<file path="config.mk">
export PLATFORM = sky130hd
export DESIGN_NAME = adb_host_seq
export DESIGN_NICKNAME = d
export VERILOG_FILES = /design/src/rtl/adb_host_seq.sv
export SDC_FILE = /design/constraint.sdc
export NUM_CORES = 1
export LEC_CHECK = 0
export CAP_MARGIN = 20
export CORE_ASPECT_RATIO = 1.2
export CORE_UTILIZATION = 50
export DETAILED_ROUTE_END_ITERATION = 10
export PLACE_DENSITY_LB_ADDON = 0.15
export SLEW_MARGIN = 10
export SYNTH_ARGS = -nofsm -noshare
export SYNTH_HDL_FRONTEND = slang
export SYNTH_SLANG_ARGS = --single-unit
</file>
<file path="constraint.sdc">
create_clock -name clk -period 4.15 [get_ports clk]
set_input_delay 0.6225 -clock clk [delete_from_list [all_inputs] [get_ports clk]]
set_output_delay 0.6225 -clock clk [all_outputs]
set_load 0.005 [all_outputs]
</file>
<file path="src/rtl/adb_host_seq.sv">
// adb_host_seq: ADB host sequencer; drives st/command/listen bytes, collects Talk replies, runs autopoll.
// Latency: accept -> st=00 next clk_en cycle; Listen 3*PHASE_LEN+1, absent Talk PHASE_LEN+TIMEOUT+1 cycles to resp_valid.
// Backpressure: req_ready only in IDLE; device replies are paced by viaBusy and bounded by TIMEOUT.
module adb_host_seq #(
  parameter int PHASE_LEN     = 16,
  parameter int TIMEOUT       = 64,
  parameter int POLL_INTERVAL = 88000
) (
  input  logic        clk,
  input  logic        clk_en,
  input  logic        reset,
  input  logic        req_valid,
  output logic        req_ready,
  input  logic [7:0]  req_cmd,
  input  logic [15:0] req_data,
  output logic        resp_valid,
  output logic [15:0] resp_data,
  output logic [1:0]  resp_len,
  output logic        resp_timeout,
  output logic        resp_srq,
  output logic        resp_auto,
  input  logic        autopoll_en,
  input  logic [15:0] poll_mask,
  output logic [1:0]  st,
  output logic        viaBusy,
  output logic [7:0]  adb_din,
  output logic        adb_din_strobe,
  input  logic [7:0]  adb_dout,
  input  logic        adb_dout_strobe,
  input  logic        adb_int_n
);

  localparam logic [2:0] IDLE = 3'd0;
  localparam logic [2:0] CMD  = 3'd1;
  localparam logic [2:0] EVEN = 3'd2;
  localparam logic [2:0] ODD  = 3'd3;
  localparam logic [2:0] DONE = 3'd4;

  // Phase counter must reach TIMEOUT-1, which is the larger of the two phase limits.
  localparam int PW = $clog2(TIMEOUT + 1);
  localparam int IW = $clog2(POLL_INTERVAL + 1);
  localparam logic [PW-1:0] phaseLast   = PW'(PHASE_LEN - 1);
  localparam logic [PW-1:0] timeoutLast = PW'(TIMEOUT - 1);
  localparam logic [IW-1:0] pollLast    = IW'(POLL_INTERVAL - 1);

  logic [2:0]    state;
  logic [PW-1:0] phaseCnt;
  logic [IW-1:0] idleCnt;
  logic [15:0]   dataReg;
  logic          listenTxn;
  logic          talkTxn;
  logic          gotByte;
  logic [3:0]    pollAddr;
  logic [3:0]    nextPollAddr;
  logic [3:0]    cand;
  logic          found;
  logic          pollDue;
  logic          startTxn;
  logic [7:0]    startCmd;

  // A host request always beats an autopoll that comes due in the same cycle.
  assign pollDue   = autopoll_en && (idleCnt == pollLast);
  assign startTxn  = req_valid || pollDue;
  assign startCmd  = req_valid ? req_cmd : {pollAddr, 4'b1100};
  assign req_ready = (state == IDLE);

  // Bus state code follows the FSM state directly, so it holds while clk_en is low.
  always_comb begin
    case (state)
      CMD:     st = 2'b00;
      EVEN:    st = 2'b01;
      ODD:     st = 2'b10;
      default: st = 2'b11;
    endcase
  end

  // Next poll address: first set mask bit above the current one, wrapping 15 -> 0.
  always_comb begin
    nextPollAddr = pollAddr;
    found        = 1'b0;
    cand         = 4'd0;
    for (int i = 1; i < 16; i++) begin
      cand = pollAddr + 4'(i);
      if (!found && poll_mask[cand]) begin
        nextPollAddr = cand;
        found        = 1'b1;
      end
    end
  end

  // Transaction sequencer: command phase, two data phases, one-cycle response.
  always_ff @(posedge clk) begin
    if (reset) begin
      state          <= IDLE;
      viaBusy        <= 1'b1;
      adb_din        <= 8'd0;
      adb_din_strobe <= 1'b0;
      resp_valid     <= 1'b0;
      resp_data      <= 16'd0;
      resp_len       <= 2'd0;
      resp_timeout   <= 1'b0;
      resp_srq       <= 1'b0;
      resp_auto      <= 1'b0;
      pollAddr       <= 4'd3;
      idleCnt        <= '0;
      phaseCnt       <= '0;
      dataReg        <= 16'd0;
      listenTxn      <= 1'b0;
      talkTxn        <= 1'b0;
      gotByte        <= 1'b0;
    end else if (clk_en) begin
      adb_din_strobe <= 1'b0;
      resp_valid     <= 1'b0;
      case (state)
        IDLE: begin
          viaBusy <= 1'b1;
          if (startTxn) begin
            dataReg        <= req_data;
            listenTxn      <= (startCmd[3:2] == 2'b10);
            talkTxn        <= (startCmd[3:2] == 2'b11);
            adb_din        <= startCmd;
            adb_din_strobe <= 1'b1;
            resp_data      <= 16'd0;
            resp_len       <= 2'd0;
            resp_timeout   <= 1'b0;
            resp_srq       <= 1'b0;
            resp_auto      <= !req_valid;
            idleCnt        <= '0;
            phaseCnt       <= '0;
            gotByte        <= 1'b0;
            state          <= CMD;
          end else if (idleCnt != pollLast) begin
            idleCnt <= idleCnt + IW'(1);
          end
        end
        CMD: begin
          if (phaseCnt == phaseLast) begin
            phaseCnt <= '0;
            gotByte  <= 1'b0;
            viaBusy  <= listenTxn;
            state    <= EVEN;
          end else begin
            phaseCnt <= phaseCnt + PW'(1);
          end
        end
        EVEN, ODD: begin
          if (!adb_int_n) resp_srq <= 1'b1;
          if (listenTxn) begin
            // Listen: host drives one payload byte per phase, on the phase's second cycle.
            if (phaseCnt == '0) begin
              adb_din        <= (state == EVEN) ? dataReg[15:8] : dataReg[7:0];
              adb_din_strobe <= 1'b1;
            end
            if (phaseCnt == phaseLast) begin
              phaseCnt <= '0;
              if (state == EVEN) begin
                state <= ODD;
              end else begin
                state      <= DONE;
                resp_valid <= 1'b1;
              end
            end else begin
              phaseCnt <= phaseCnt + PW'(1);
            end
          end else if (gotByte) begin
            // Byte taken last cycle; move on to the next phase.
            gotByte  <= 1'b0;
            phaseCnt <= '0;
            if (state == EVEN) begin
              viaBusy <= 1'b0;
              state   <= ODD;
            end else begin
              viaBusy    <= 1'b1;
              state      <= DONE;
              resp_valid <= 1'b1;
            end
          end else if (adb_dout_strobe) begin
            gotByte <= 1'b1;
            viaBusy <= 1'b1;
            // Reset/flush replies are consumed for pacing but never reported.
            if (talkTxn) begin
              if (state == EVEN) resp_data[15:8] <= adb_dout;
              else               resp_data[7:0]  <= adb_dout;
              resp_len <= resp_len + 2'd1;
            end
          end else if (phaseCnt == timeoutLast) begin
            // A missing byte ends the transaction; an EVEN timeout skips ODD entirely.
            resp_timeout <= 1'b1;
            viaBusy      <= 1'b1;
            phaseCnt     <= '0;
            state        <= DONE;
            resp_valid   <= 1'b1;
          end else begin
            phaseCnt <= phaseCnt + PW'(1);
          end
        end
        DONE: begin
          if (resp_auto && resp_srq) pollAddr <= nextPollAddr;
          state <= IDLE;
        end
        default: state <= IDLE;
      endcase
    end
  end

endmodule

</file>
==> flow_metrics.py <==
metrics = {
    "drt": {
        "drc": 0,
        "routed_wl_um": 17900,
        "first_pass_iters": 5,
        "viasPerCell": 6.12,
        "avgRoutedWirePerCell_um": 18.6,
        "drtAntennaViolNets": 0,
        "num_vias": 5898,
        "dr.first_iter.drc_count": 352,
    },
    "synth": {
        "synth_top_area_frac": 0.270,
        "async_flop_share": 0,
        "yosys-top-cells-area": "dfxtp_1 (27%), mux4_2 (9.6%), mux2i_1 (7.6%)",
        "synth_cell_types": 83,
        "netlist_area_um2": 6090,
        "syn_inst": 724,
        "synth-edff-count": 0,
        "synthFlopType": "dfxtp_1",
        "yosysSeqAreaShare": 0.270,
        "avgSynthCellArea_um2": 8.41,
        "synthesis.nets": 790,
        "ys_seq_elements": 82,
        "ys_warn_count": 0,
        "yosys.area.top_type": "dfxtp_1",
    },
    "power_and_ir_drop": {
        "leakage_nw": 2.65,
        "seqPwrFrac": 0.415,
        "vdd_ir_drop_max_uv": 270,
        "swShare": 0.272,
        "power_mw": 2.00,
        "combPwrFrac": 0.196,
        "powerDensity_nw_per_um2": 270,
        "power.net_switching_uw": 544,
        "internal-power_mw": 1.45,
        "pwr-share-clk": 0.389,
    },
    "floorplanning": {
        "fp.dieW_um": 103,
        "ios": 90,
        "num_rows": 43,
        "initial_core_util": 0.519,
        "die_h_um": 123,
        "core_area_um2": 11700,
        "die_area_um2": 12600,
    },
    "global_routing": {
        "overflow": 0,
        "grt_antenna_before_repair": 0,
        "grt_usage": 0.288,
        "grt_pass1_wl_um": 27700,
        "grt_pass1_vias": 5675,
        "grt_max_degree": 62,
    },
    "timing": {
        "setup_violations": 0,
        "slew_violations": 0,
        "fin_tns_setup_ps": 0,
        "tightest_slew_ps": 893,
        "rsz0062_at_grt": "false",
        "final-hold-violation-count": 0,
        "fin_crit_sh": 0.940,
        "fmax_ghz": 0.256,
        "slew_headroom": 0.401,
        "finalClockSkew_ps": 4.76,
        "timing.final.crit_period_ps": 3900,
    },
    "placement": {
        "port_buffers": 89,
        "place_congestion": 0.980,
        "dp.final_hpwl_um": 13400,
        "dp.cells": 949,
    },
    "final_layout": {
        "final_nets": 869,
        "diodes": 0,
        "layout-drive-gt1-share": 0.119,
        "layout_commonest_cell": "nor2_1",
        "instances_no_fill": 963,
        "area_delta_synth_final_pct": 21.7,
        "layout_common_cells": "nor2_1 (106), clkdlybuf4s50_1 (88), nand2_1 (87)",
    },
    "critical_path": {
        "critPathRequiredTime_ps": 4340,
        "cp_data_arrival_time_ps": 4090,
        "path_class": "reg -> reg",
        "end_kind": "register",
        "cp_max_fo": 15,
        "r2r_start": "pollAddr[1]",
        "crit_start": "pollAddr[1]",
        "worst_setup_path_start_kind": "register",
    },
    "clock_tree": {
        "cts_made_buffers": 9,
        "clk_latency_ps": 340,
        "cts_resized": 0,
        "htreeDepth": 3,
        "clockRootBuffer": "clkbuf_16",
        "holdBufCountCts": 0,
        "cts_tree": "built",
        "cts_buffer_depth": 2,
        "cts_setup_buffers": 0,
        "clock_sink_count": 82,
        "path_clk_slew_ps": 60,
    },
    "min_path": {
        "hp-class": "reg -> reg",
        "hp-start": "dataReg[13]",
    },
    "run": {
        "maxCapViolCount": 0,
    },
    "outcome": {
        "outcome": "completed",
    },
}
-- area by class of cell --
class / instances / area [um^2]
Sequential cell: 82 / 1640
Multi-Input combinational cell: 580 / 4170
Timing Repair Buffer: 111 / 1050
Fill cell: 1069 / 4320
Inverter: 19 / 71.3
Clock inverter: 5 / 57.6
Tap cell: 157 / 196
Clock buffer: 9 / 225
-- final timing paths --
kind	endpoint	slack [ps]	cells after the start
worst max-delay path	pollAddr[3]	250	11
worst min-delay path	dataReg[13]	450	2
worst max register to register	pollAddr[3]	250	11
worst min register to register	dataReg[13]	450	2
-- cells by family (layout without fill, tap and decap cells) --
kind of cell	count (synthesis)	after routing	share of synthesized area
buf+inv	62	144	0.0460
fa+ha+maj	11	11	0.0226
simple gates	293	293	0.228
flops	82	82	0.270
compound gates	160	160	0.179
mux	88	88	0.208
xor+xnor	28	28	0.0471
-- power groups by stage --
stage                     Sequential, mW  Clock, mW  Combinational, mW
after floorplan                    0.842          0              0.229
after global placement             0.845          0              0.380
after detailed placement           0.846          0              0.385
after CTS                          0.829      0.785              0.389
after global routing               0.831      0.814              0.420
final                              0.829      0.777              0.392
-- cell usage after synthesis (all sizes together), types with 4 or more instances --
master,count
o21a,5
mux2,12
xor2,11
nor3,14
or3,9
o21ai,20
xnor2,17
a31oi,9
mux4,27
nand2b,12
nand4,9
inv,18
a21oi,53
ha,11
and2,13
o22ai,8
a22o,4
a211oi,10
buf,17
dfxtp,82
and3,8
a311oi,7
nand2,87
nor2,107
o211a,4
mux2i,49
o211ai,4
nand3,13
a22oi,5
clkbuf,26
-- per-layer routing --
metal	wire length (um)	part of all wire	GRT usage	vias to the layer above
li1	-	-	-	2800
met1	7220	0.40	0.345	2793
met2	8840	0.49	0.492	245
met3	1060	0.059	0.0376	60
met4	806	0.045	0.162	0
met5	0	0	0	-
-- through the flow --
step           hold slack [ps]  worst slack [ps]  utilization  instance area [um^2]
6_report                   454               249        0.632                  7410
5_1_grt                    474              68.0        0.632                  7410
4_1_cts                    454               318        0.632                  7410
3_5_place_dp               446               291        0.608                  7130
3_3_place_gp               441               348        0.608                  7130
2_1_floorplan              432               198            -                  6090
-- state kept, by name, indices dropped and copies added, names as in the netlist --
register	flops
resp_valid	1
adb_din_strobe	1
resp_len	2
dataReg	16
state	3
resp_data	16
viaBusy	1
gotByte	1
resp_auto	1
talkTxn	1
resp_srq	1
pollAddr	4
resp_timeout	1
idleCnt	17
listenTxn	1
phaseCnt	7
adb_din	8
-- critical path, stage by stage (launching register included) --
cell	delay, ps
dfxtp_1	400
inv_1	80
ha_1	730
mux4_2	430
mux2i_1	420
mux2i_4	140
nor4_4	470
nand4_4	190
nor2_1	260
o211ai_1	210
a221oi_1	290
a211oi_1	120
Power figures use the tool's default switching activity.
